`src/rtl/cpu_pkg.sv`:
```
// Shared definitions for the decode/execute datapath: control-word layout,
// the PC register address and the operand forward-select encoding.
package cpu_pkg;

  localparam logic [3:0]  R15    = 4'hF;
  localparam int unsigned CTRL_W = 12;

  localparam int unsigned CTRL_REGWRITE  = 11;
  localparam int unsigned CTRL_MEMWRITE  = 10;
  localparam int unsigned CTRL_MEMTOREG  = 9;
  localparam int unsigned CTRL_BRANCH    = 8;
  localparam int unsigned CTRL_ALUSRC    = 7;
  localparam int unsigned CTRL_FLAGW_HI  = 6;
  localparam int unsigned CTRL_FLAGW_LO  = 5;
  localparam int unsigned CTRL_ALUCTL_HI = 4;
  localparam int unsigned CTRL_ALUCTL_LO = 3;
  localparam int unsigned CTRL_PCSRC     = 2;
  localparam int unsigned CTRL_COND_EN   = 1;
  localparam int unsigned CTRL_SHIFT     = 0;

  typedef enum logic [1:0] {
    FWD_RF = 2'b00,
    FWD_W  = 2'b01,
    FWD_M  = 2'b10
  } fwd_t;

endpackage

```
`src/rtl/de_pipe_stage_fwd_sel.sv`:
```
// Forward-select for one E-stage source address against the M and W writers.
// M wins over W; R15 and invalid E slots always read the registered value.
module fwd_sel
  import cpu_pkg::*;
#(
  parameter int unsigned AW = 4
) (
  input  logic [AW-1:0] i_ra,
  input  logic          i_valid,
  input  logic          i_regwrite_m,
  input  logic [AW-1:0] i_wa3_m,
  input  logic          i_we3_w,
  input  logic [AW-1:0] i_wa3_w,
  output fwd_t          o_sel
);

  logic w_fwd_ok;
  logic w_hit_m;
  logic w_hit_w;

  assign w_fwd_ok = i_valid && (i_ra != AW'(R15));
  assign w_hit_m  = i_regwrite_m && (i_wa3_m == i_ra);
  assign w_hit_w  = i_we3_w && (i_wa3_w == i_ra);

  always_comb begin
    o_sel = FWD_RF;
    if (w_fwd_ok && w_hit_m) begin
      o_sel = FWD_M;
    end else if (w_fwd_ok && w_hit_w) begin
      o_sel = FWD_W;
    end
  end

endmodule

```
`src/rtl/de_pipe_stage.sv`:
```
// Decode-to-execute pipeline register with same-cycle W bypass on capture,
// M/W operand forwarding in E, and load-use hazard detection.
module de_pipe_stage
  import cpu_pkg::*;
#(
  parameter int unsigned DW = 32,
  parameter int unsigned AW = 4
) (
  input  logic              clk,
  input  logic              rst,
  input  logic [AW-1:0]     ra1_d,
  input  logic [AW-1:0]     ra2_d,
  input  logic [DW-1:0]     rd1_d,
  input  logic [DW-1:0]     rd2_d,
  input  logic [AW-1:0]     wa3_d,
  input  logic [DW-1:0]     extimm_d,
  input  logic [CTRL_W-1:0] ctrl_d,
  input  logic [3:0]        cond_d,
  input  logic              stall_e,
  input  logic              flush_e,
  input  logic              we3_w,
  input  logic [AW-1:0]     wa3_w,
  input  logic [DW-1:0]     result_w,
  input  logic              regwrite_m,
  input  logic [AW-1:0]     wa3_m,
  input  logic [DW-1:0]     aluresult_m,
  output logic [DW-1:0]     srca_e,
  output logic [DW-1:0]     writedata_e,
  output logic [DW-1:0]     extimm_e,
  output logic [AW-1:0]     wa3_e,
  output logic [CTRL_W-1:0] ctrl_e,
  output logic [3:0]        cond_e,
  output logic              valid_e,
  output logic              ldrstall_d
);

  logic [AW-1:0]     r_ra1_e;
  logic [AW-1:0]     r_ra2_e;
  logic [DW-1:0]     r_rd1_e;
  logic [DW-1:0]     r_rd2_e;
  logic [DW-1:0]     r_extimm_e;
  logic [AW-1:0]     r_wa3_e;
  logic [CTRL_W-1:0] r_ctrl_e;
  logic [3:0]        r_cond_e;
  logic              r_valid_e;

  logic [DW-1:0]     w_rd1_byp;
  logic [DW-1:0]     w_rd2_byp;
  fwd_t              w_sel_a;
  fwd_t              w_sel_b;

  // The regfile write lands on the same edge as our capture, so patch it in here.
  assign w_rd1_byp = (we3_w && (wa3_w == ra1_d) && (ra1_d != AW'(R15))) ? result_w : rd1_d;
  assign w_rd2_byp = (we3_w && (wa3_w == ra2_d) && (ra2_d != AW'(R15))) ? result_w : rd2_d;

  always_ff @(posedge clk or posedge rst) begin
    if (rst) begin
      r_ra1_e    <= '0;
      r_ra2_e    <= '0;
      r_rd1_e    <= '0;
      r_rd2_e    <= '0;
      r_extimm_e <= '0;
      r_wa3_e    <= '0;
      r_ctrl_e   <= '0;
      r_cond_e   <= '0;
      r_valid_e  <= 1'b0;
    end else if (flush_e) begin
      r_ra1_e    <= '0;
      r_ra2_e    <= '0;
      r_rd1_e    <= '0;
      r_rd2_e    <= '0;
      r_extimm_e <= '0;
      r_wa3_e    <= '0;
      r_ctrl_e   <= '0;
      r_cond_e   <= '0;
      r_valid_e  <= 1'b0;
    end else if (!stall_e) begin
      r_ra1_e    <= ra1_d;
      r_ra2_e    <= ra2_d;
      r_rd1_e    <= w_rd1_byp;
      r_rd2_e    <= w_rd2_byp;
      r_extimm_e <= extimm_d;
      r_wa3_e    <= wa3_d;
      r_ctrl_e   <= ctrl_d;
      r_cond_e   <= cond_d;
      r_valid_e  <= 1'b1;
    end
  end

  fwd_sel #(.AW(AW)) u_fwd_a (
    .i_ra         (r_ra1_e),
    .i_valid      (r_valid_e),
    .i_regwrite_m (regwrite_m),
    .i_wa3_m      (wa3_m),
    .i_we3_w      (we3_w),
    .i_wa3_w      (wa3_w),
    .o_sel        (w_sel_a)
  );

  fwd_sel #(.AW(AW)) u_fwd_b (
    .i_ra         (r_ra2_e),
    .i_valid      (r_valid_e),
    .i_regwrite_m (regwrite_m),
    .i_wa3_m      (wa3_m),
    .i_we3_w      (we3_w),
    .i_wa3_w      (wa3_w),
    .o_sel        (w_sel_b)
  );

  always_comb begin
    srca_e      = r_rd1_e;
    writedata_e = r_rd2_e;
    case (w_sel_a)
      FWD_M:   srca_e = aluresult_m;
      FWD_W:   srca_e = result_w;
      default: srca_e = r_rd1_e;
    endcase
    case (w_sel_b)
      FWD_M:   writedata_e = aluresult_m;
      FWD_W:   writedata_e = result_w;
      default: writedata_e = r_rd2_e;
    endcase
  end

  // A load in E whose destination is read by D cannot be forwarded in time.
  assign ldrstall_d = r_valid_e && r_ctrl_e[CTRL_MEMTOREG] && r_ctrl_e[CTRL_REGWRITE]
                      && ((r_wa3_e == ra1_d) || (r_wa3_e == ra2_d))
                      && (r_wa3_e != AW'(R15));

  assign extimm_e = r_extimm_e;
  assign wa3_e    = r_wa3_e;
  assign ctrl_e   = r_ctrl_e;
  assign cond_e   = r_cond_e;
  assign valid_e  = r_valid_e;

endmodule
```
`config.mk`:
```
export PLATFORM = sky130hd
export DESIGN_NAME = de_pipe_stage
export DESIGN_NICKNAME = d
export VERILOG_FILES = /design/src/rtl/cpu_pkg.sv /design/src/rtl/de_pipe_stage_fwd_sel.sv /design/src/rtl/de_pipe_stage.sv
export SDC_FILE = /design/constraint.sdc
export NUM_CORES = 1
export LEC_CHECK = 0
export ABC_AREA = 0
export BUFFER_PORTS_ARGS = -buffer_cell sky130_fd_sc_hd__buf_2
export CAP_MARGIN = 40
export CORE_MARGIN = 3
export CORE_UTILIZATION = 32
export CTS_BUF_LIST = sky130_fd_sc_hd__clkbuf_4
export DETAILED_ROUTE_END_ITERATION = 10
export PLACE_DENSITY = 0.56
export SLEW_MARGIN = 20
export SYNTH_ARGS = -nofsm -noshare
export SYNTH_HDL_FRONTEND = slang
export SYNTH_SLANG_ARGS = --single-unit
```
`constraint.sdc`:
```
create_clock -name clk -period 10.35 [get_ports clk]
set_clock_uncertainty 0.15 [all_clocks]
set_input_delay 3.105 -clock clk [delete_from_list [all_inputs] [get_ports clk]]
set_output_delay 3.105 -clock clk [all_outputs]
set_load 0.05 [all_outputs]
```
==> results of run 1 <==
-- logic make-up (layout without fill, tap and decap cells) --
kind of cell / count (synthesis) / after routing / share of synthesized area
AOI/OAI and AO/OA: 325 / 325 / 0.249
xor gates and xnor gates: 30 / 30 / 0.0322
buffers and inverters: 187 / 446 / 0.0879
DFF: 125 / 125 / 0.384
muxes: 60 / 60 / 0.0737
other: 0 / 4 / 0
and+or+nand+nor: 312 / 312 / 0.173
-- area by class of cell --
type	count	area [um2]	area share
inverters	67	256	0.0243
well taps	324	405	0.0385
flip-flops and latches	125	3130	0.297
repair buffers	347	2020	0.191
multi-input cells	727	4400	0.417
clock buffers	17	128	0.0121
diodes	4	10.0	0.000950
clock inverters	15	198	0.0188
-- per-layer routing --
layer | wire [um] | vias to the layer above
met3 | 3040 | 66
met2 | 16800 | 507
met1 | 14200 | 4436
met4 | 837 | 12
met5 | 92 | -
li1 | - | 4287
-- cells in the final DEF (no fill, tap or decap), drive strengths merged, types with 3 or more instances in the layout --
cell type,Yosys,routed
buf,10,347
o21ai,130,130
a31oi,126,126
dfrtp,125,125
nor2,125,125
inv,67,75
nand3,68,68
nor3,64,64
a221oi,63,63
mux2i,60,60
nand2,33,33
xnor2,24,24
clkbuf,110,17
nand4,10,10
xor2,6,6
diode,0,4
or2,4,4
bufinv,0,3
and3,3,3
-- metrics by stage --
stage | std cells | total power [uW]
5_1_grt | 1625 | 1470
2_1_floorplan | 1039 | 838
3_5_place_dp | 1588 | 1010
3_3_place_gp | 1579 | 988
6_report | 1626 | 1410
4_1_cts | 1620 | 1410
-- state kept, by name (all words and copies together), names as in the netlist, 4 cells and up --
register,cells
ctrl_e,12
extimm_e,32
cond_e,4
r_ra1_e,4
r_rd2_e,32
r_ra2_e,4
wa3_e,4
r_rd1_e,32
-- worst max-delay path, cell delays in order --
cell,delay (ns)
buf_2,0.19
buf_4,0.43
and4_1,0.25
buf_4,0.38
nand3_1,0.13
a31oi_1,0.33
buf_2,0.33
-- where the power goes --
part / total [uW] / internal (uW) / leakage [uW] / switching (uW)
clock: 405 / 176 / 0.000168 / 229
combinational: 461 / 135 / 0.00305 / 326
sequential: 541 / 519 / 0.00164 / 21.8
-- how the worst max path moves through the flow --
| stage | startpoint | to | slack (ns) | cells after the start |
|---|---|---|---|---|
| global route | wa3_m[2] | writedata_e[27] | 1.84 | 7 |
| detailed placement | wa3_m[3] | srca_e[4] | 1.67 | 7 |
| CTS | wa3_m[3] | srca_e[1] | 1.67 | 7 |
| floorplan | wa3_w[0] | srca_e[0] | 2.12 | 7 |
| finish | we3_w | writedata_e[31] | 1.93 | 7 |
| global placement | wa3_m[3] | writedata_e[27] | 1.51 | 7 |
==> results.json, run 1 <==
{
  "start_util": 0.330,
  "grt_use_met1": 0.307,
  "drc": 0,
  "finalMaxSlewViolations": 0,
  "slew_headroom": 0.481,
  "worstPathArrival_ns": 5.16,
  "yosysMostFrequentCell": "a31oi_1",
  "fin_crit_ns": 8.42,
  "setup_viol": 0,
  "hold_viol": 0,
  "cts.clk_slew.worst_paths_ns": 0.12,
  "pwr_density_cell_nw_per_um2": 133,
  "grt_busiest_layer": "met2",
  "fin_crit_sh": 0.813,
  "dieArea_um2": 27400,
  "drtIter0Drc": 765,
  "synth_area_um2": 8150,
  "utilization": 0.427,
  "holdWs_ns": 0.388,
  "fillers": 2636,
  "dr.pass1.iters": 8,
  "r2r-end": "r_rd1_e[27]$_DFFE_PP0P_",
  "synth_edf_count": 0,
  "vdd_drop_max_v": 0.0000747,
  "avgSynthCellArea_um2": 7.85,
  "grt_max_degree": 91,
  "antenna_found_initial": 11,
  "root_buffer": "clkbuf_4",
  "yosysSeqAreaShare": 0.384,
  "crit_required_ns": 7.10,
  "area_delta_synth_final_pct": 29.3,
  "cp_max_fo": 33,
  "grt_first_pass_wirelength_um": 54500,
  "post_dp_cell_area_um2": 10200,
  "worst_slack_ns": 1.93,
  "max_freq_mhz": 119,
  "syn_nets": 1241,
  "antenna_left": 0,
  "die_x_um": 166,
  "min_path_type": "reg -> reg",
  "chipHeight_um": 166,
  "vias": 9308,
  "cts_resized": 0,
  "leakagePower_uw": 0.00486,
  "placementRows": 57,
  "synth_top_area_share": 0.384,
  "synth_top_cell_by_area": "dfrtp_1",
  "clk_latency_ns": 0.54,
  "netlist_top_cells_area": "dfrtp_1, a31oi_1, mux2i_1",
  "min_from": "extimm_e[1]$_DFFE_PP0P_",
  "grtUsageTotal": 0.245,
  "design_area_um2": 10500,
  "tightestPinTransition_ns": 0.779,
  "hpwl_um": 23900,
  "fin_setup_tns_ns": 0,
  "ff2ff_path_depth": 2,
  "grtUsageMet2": 0.408,
  "r2r_slack_ns": 9.35,
  "ys_async_sr_fraction": 1.00,
  "pin_count": 320,
  "wirelength_um": 35000,
  "r2r-start": "r_rd1_e[27]$_DFFE_PP0P_",
  "ys.flop_type": "dfrtp_1",
  "portBuffers": 319,
  "grt_pass1_vias": 9348,
  "worstSetupEndpointType": "primary output",
  "yosys-top-cells-count": "a31oi_1, dfrtp_1, nor2_1, o21ai_0, clkbuf_1",
  "wl_per_cell_um": 21.5,
  "met3_usage": 0.0686,
  "min_delay_path_depth": 2,
  "rsz0062_at_grt": "no",
  "crit_type": "in -> out",
  "post-cts-setup-buffers": 0,
  "synth.distinct_cells": 29,
  "holdBufCountCts": 0,
  "final_nets": 1487,
  "synth_cells": 1039,
  "synth-seq-cells": 125,
  "worstHoldEndpoint": "extimm_e[1]$_DFFE_PP0P_",
  "place_ws_ns": 1.67,
  "yosysWarnings": 0,
  "cts_inserted_buffers": 17,
  "grt-ovfl-total": 0,
  "cts_sinks": 125,
  "place.gp.congestion": 0.871,
  "maxCapViolCount": 0,
  "via_per_inst": 5.72,
  "htree_levels": 4,
  "coreArea_um2": 24700,
  "cts.path.max_buffers": 2,
  "outcome": "finished, final reports clean",
  "start_kind": "input port",
  "drive_above_1_share": 0.305,
  "tritoncts": "built"
}
(Power assumes the default switching activity.)
==> run 2: changes to the inputs <==
--- a/config.mk
+++ b/config.mk
@@ -5,14 +5,14 @@
 export SDC_FILE = /design/constraint.sdc
 export NUM_CORES = 1
 export LEC_CHECK = 0
-export ABC_AREA = 0
+export ABC_AREA = 1
 export BUFFER_PORTS_ARGS = -buffer_cell sky130_fd_sc_hd__buf_2
 export CAP_MARGIN = 40
 export CORE_MARGIN = 3
 export CORE_UTILIZATION = 32
 export CTS_BUF_LIST = sky130_fd_sc_hd__clkbuf_4
 export DETAILED_ROUTE_END_ITERATION = 10
-export PLACE_DENSITY = 0.56
+export PLACE_DENSITY = 0.57
 export SLEW_MARGIN = 20
 export SYNTH_ARGS = -nofsm -noshare
 export SYNTH_HDL_FRONTEND = slang
==> constraint.sdc (replaced) <==
create_clock -name clk -period 7.8 [get_ports clk]
set_clock_uncertainty 0.15 [all_clocks]
set_input_delay 2.34 -clock clk [delete_from_list [all_inputs] [get_ports clk]]
set_output_delay 2.34 -clock clk [all_outputs]
set_load 0.05 [all_outputs]
==> results.json, run 2 <==
{
  "synth-compound-area-share": 0.0718,
  "post_dp_cell_area_um2": 9690,
  "synth_top_family_by_area": "simple AND/OR/NAND/NOR gates",
  "final_common_cell": "nand2_1",
  "final_cell_mix": "nand2_1, buf_2, nand3_1",
  "slowest_stage": "nand2_2",
  "pin_count": 320,
  "outcome": "finished, final reports clean",
  "synth_top_area_share": 0.397,
  "dr.pass1.iters": 7,
  "crit_required_ns": 5.31,
  "ys.flop_type": "dfrtp_1",
  "design_area_um2": 10000,
  "start_util": 0.331,
  "max_freq_mhz": 150,
  "clk_latency_ns": 0.49,
  "crit_type": "in -> out",
  "grtUsageTotal": 0.232,
  "synth-xor-area-share": 0.00999,
  "grt-ovfl-total": 0,
  "portBuffers": 319,
  "cts.clk_slew.worst_paths_ns": 0.10,
  "start_kind": "input port",
  "yosys-top-cells-count": "nand2_1, nand3_1, inv_1, dfrtp_1, nand4_1",
  "cts.path.max_buffers": 2,
  "root_buffer": "clkbuf_4",
  "maxCapViolCount": 0,
  "finalMaxSlewViolations": 0,
  "synth_edf_count": 0,
  "grt_first_pass_wirelength_um": 48700,
  "synth_cells": 1110,
  "chipHeight_um": 163,
  "place_ws_ns": 1.10,
  "die_x_um": 163,
  "wl_per_cell_um": 18.1,
  "grt_pass1_vias": 8736,
  "antenna_left": 0,
  "avgSynthCellArea_um2": 7.11,
  "worst_slack_ns": 1.11,
  "fillers": 2545,
  "htree_levels": 4,
  "netlist_top_cells_area": "dfrtp_1, nand3_1, nand2_1",
  "p_switching_uw": 642,
  "vdd_drop_max_v": 0.0000906,
  "synth_simple_gate_area_share": 0.399,
  "dp_cells": 1687,
  "antenna_found_initial": 5,
  "p_sw_frac": 0.379,
  "syn_nets": 1312,
  "post-cts-setup-buffers": 0,
  "placementRows": 56,
  "worstSetupEndpointType": "primary output",
  "synthAdderAreaFrac": 0,
  "final_nets": 1590,
  "drtIter0Drc": 643,
  "setup_viol": 0,
  "min_path_type": "reg -> reg",
  "area_delta_synth_final_pct": 27.0,
  "yosysWarnings": 0,
  "synth.distinct_cells": 21,
  "tightestPinTransition_ns": 0.796,
  "pwr_density_cell_nw_per_um2": 169,
  "fin_cells": 1721,
  "cts_resized": 0,
  "clkPwrFrac": 0.294,
  "fin_setup_tns_ns": 0,
  "synth_area_um2": 7890,
  "coreArea_um2": 23800,
  "drc": 0,
  "holdBufCountCts": 0,
  "grt_max_degree": 66,
  "utilization": 0.421,
  "hold_viol": 0,
  "dieArea_um2": 26600,
  "slew_headroom": 0.469,
  "cts_sinks": 125,
  "cp_max_fo": 34,
  "via_per_inst": 5.11,
  "yosysMostFrequentCell": "nand2_1",
  "fin_crit_ns": 6.69,
  "rsz0062_at_grt": "no",
  "synth-seq-cells": 125,
  "wirelength_um": 31200,
  "critical_path.cell_chain": "buf_2 -> inv_1 -> nand2_1 -> o21ai_0 -> nor2_1 -> nand2_2 -> buf_4 -> nand3_1 -> nand3_1 -> buf_2",
  "drive_above_1_share": 0.277,
  "hpwl_um": 22000,
  "muxShareOfSynthArea": 0,
  "worstPathArrival_ns": 4.20,
  "cpPeakStageDelay_ns": 0.51,
  "ys_async_sr_fraction": 1.00,
  "synth_top_cell_by_area": "dfrtp_1",
  "p_int_uw": 1050,
  "seq_power_share": 0.421,
  "cts_inserted_buffers": 17,
  "combPwrFrac": 0.285,
  "tritoncts": "built",
  "fin_crit_sh": 0.857,
  "place.gp.congestion": 0.912,
  "vias": 8796,
  "leakagePower_uw": 0.00577,
  "yosysSeqAreaShare": 0.397
}
## run 2: cell count changes after synthesis, moves of 59 or more
cell / change
nand2_1: +303
nor2_1: -109
a31oi_1: -126
a221oi_1: -63
o21ai_0: -106
nand3_1: +194
mux2i_1: -60
clkbuf_1: -99
nor3_1: -64
inv_1: +59
## run 2: area by class of cell
| cell class | count | area [um2] | share of cell area |
|---|---|---|---|
| multi-input cells | 773 | 3820 | 0.381 |
| clock inverters | 13 | 166 | 0.0166 |
| inverters | 130 | 490 | 0.0490 |
| repair buffers | 341 | 1870 | 0.187 |
| diodes | 2 | 5.00 | 0.000500 |
| clock buffers | 18 | 135 | 0.0135 |
| well taps | 319 | 399 | 0.0398 |
| flip-flops and latches | 125 | 3130 | 0.312 |
## run 2: final timing paths
check / from / endpoint / slack (ns) / cells past startpoint
min reg2reg: r_rd2_e[20]$_DFFE_PP0P_ / r_rd2_e[20]$_DFFE_PP0P_ / 0.34 / 2
max in group asynchronous: rst / r_rd2_e[0]$_DFFE_PP0P_ / 4.62 / 4
min in group asynchronous: rst / extimm_e[18]$_DFFE_PP0P_ / 1.75 / 2
min: r_rd2_e[20]$_DFFE_PP0P_ / r_rd2_e[20]$_DFFE_PP0P_ / 0.34 / 2
max: wa3_m[3] / writedata_e[16] / 1.11 / 10
max reg2reg: valid_e$_DFFE_PP0P_ / valid_e$_DFFE_PP0P_ / 6.79 / 2
## run 2: through the flow
step                total power [uW]  hold WS, ns
finish                          1690        0.344
global route                    1780        0.359
CTS                             1710        0.345
detailed placement              1210        0.316
global placement                1200        0.312
floorplan                       1030        0.300
## run 2: power groups by stage
| stage | Sequential (uW) | Combinational [uW] | Clock [uW] |
|---|---|---|---|
| 2_1_floorplan | 773 | 260 | 0 |
| 3_3_place_gp | 726 | 470 | 0 |
| 3_5_place_dp | 724 | 484 | 0 |
| 4_1_cts | 713 | 484 | 514 |
| 5_1_grt | 719 | 521 | 544 |
| 6_report | 714 | 482 | 498 |
## run 2: cells by family after synthesis
logic type	Yosys count
buffers and inverters	212
xor gates and xnor gates	9
AOI/OAI and AO/OA	73
DFF	125
and+or+nand+nor	691
## run 2: worst max-delay path: cells and delay by family
| kind | cells | cell delay, ns |
|---|---|---|
| AND/OR/NAND/NOR | 5 | 0.86 |
| AO/OA/AOI/OAI | 1 | 0.07 |
| buffers and inverters | 4 | 0.90 |
## run 2: metal layers
| layer | GRT usage | wire, um |
|---|---|---|
| met1 | 0.316 | 13700 |
| met2 | 0.370 | 14400 |
| met3 | 0.0525 | 2610 |
| met4 | 0.0654 | 524 |
| met5 | 0 | 29 |
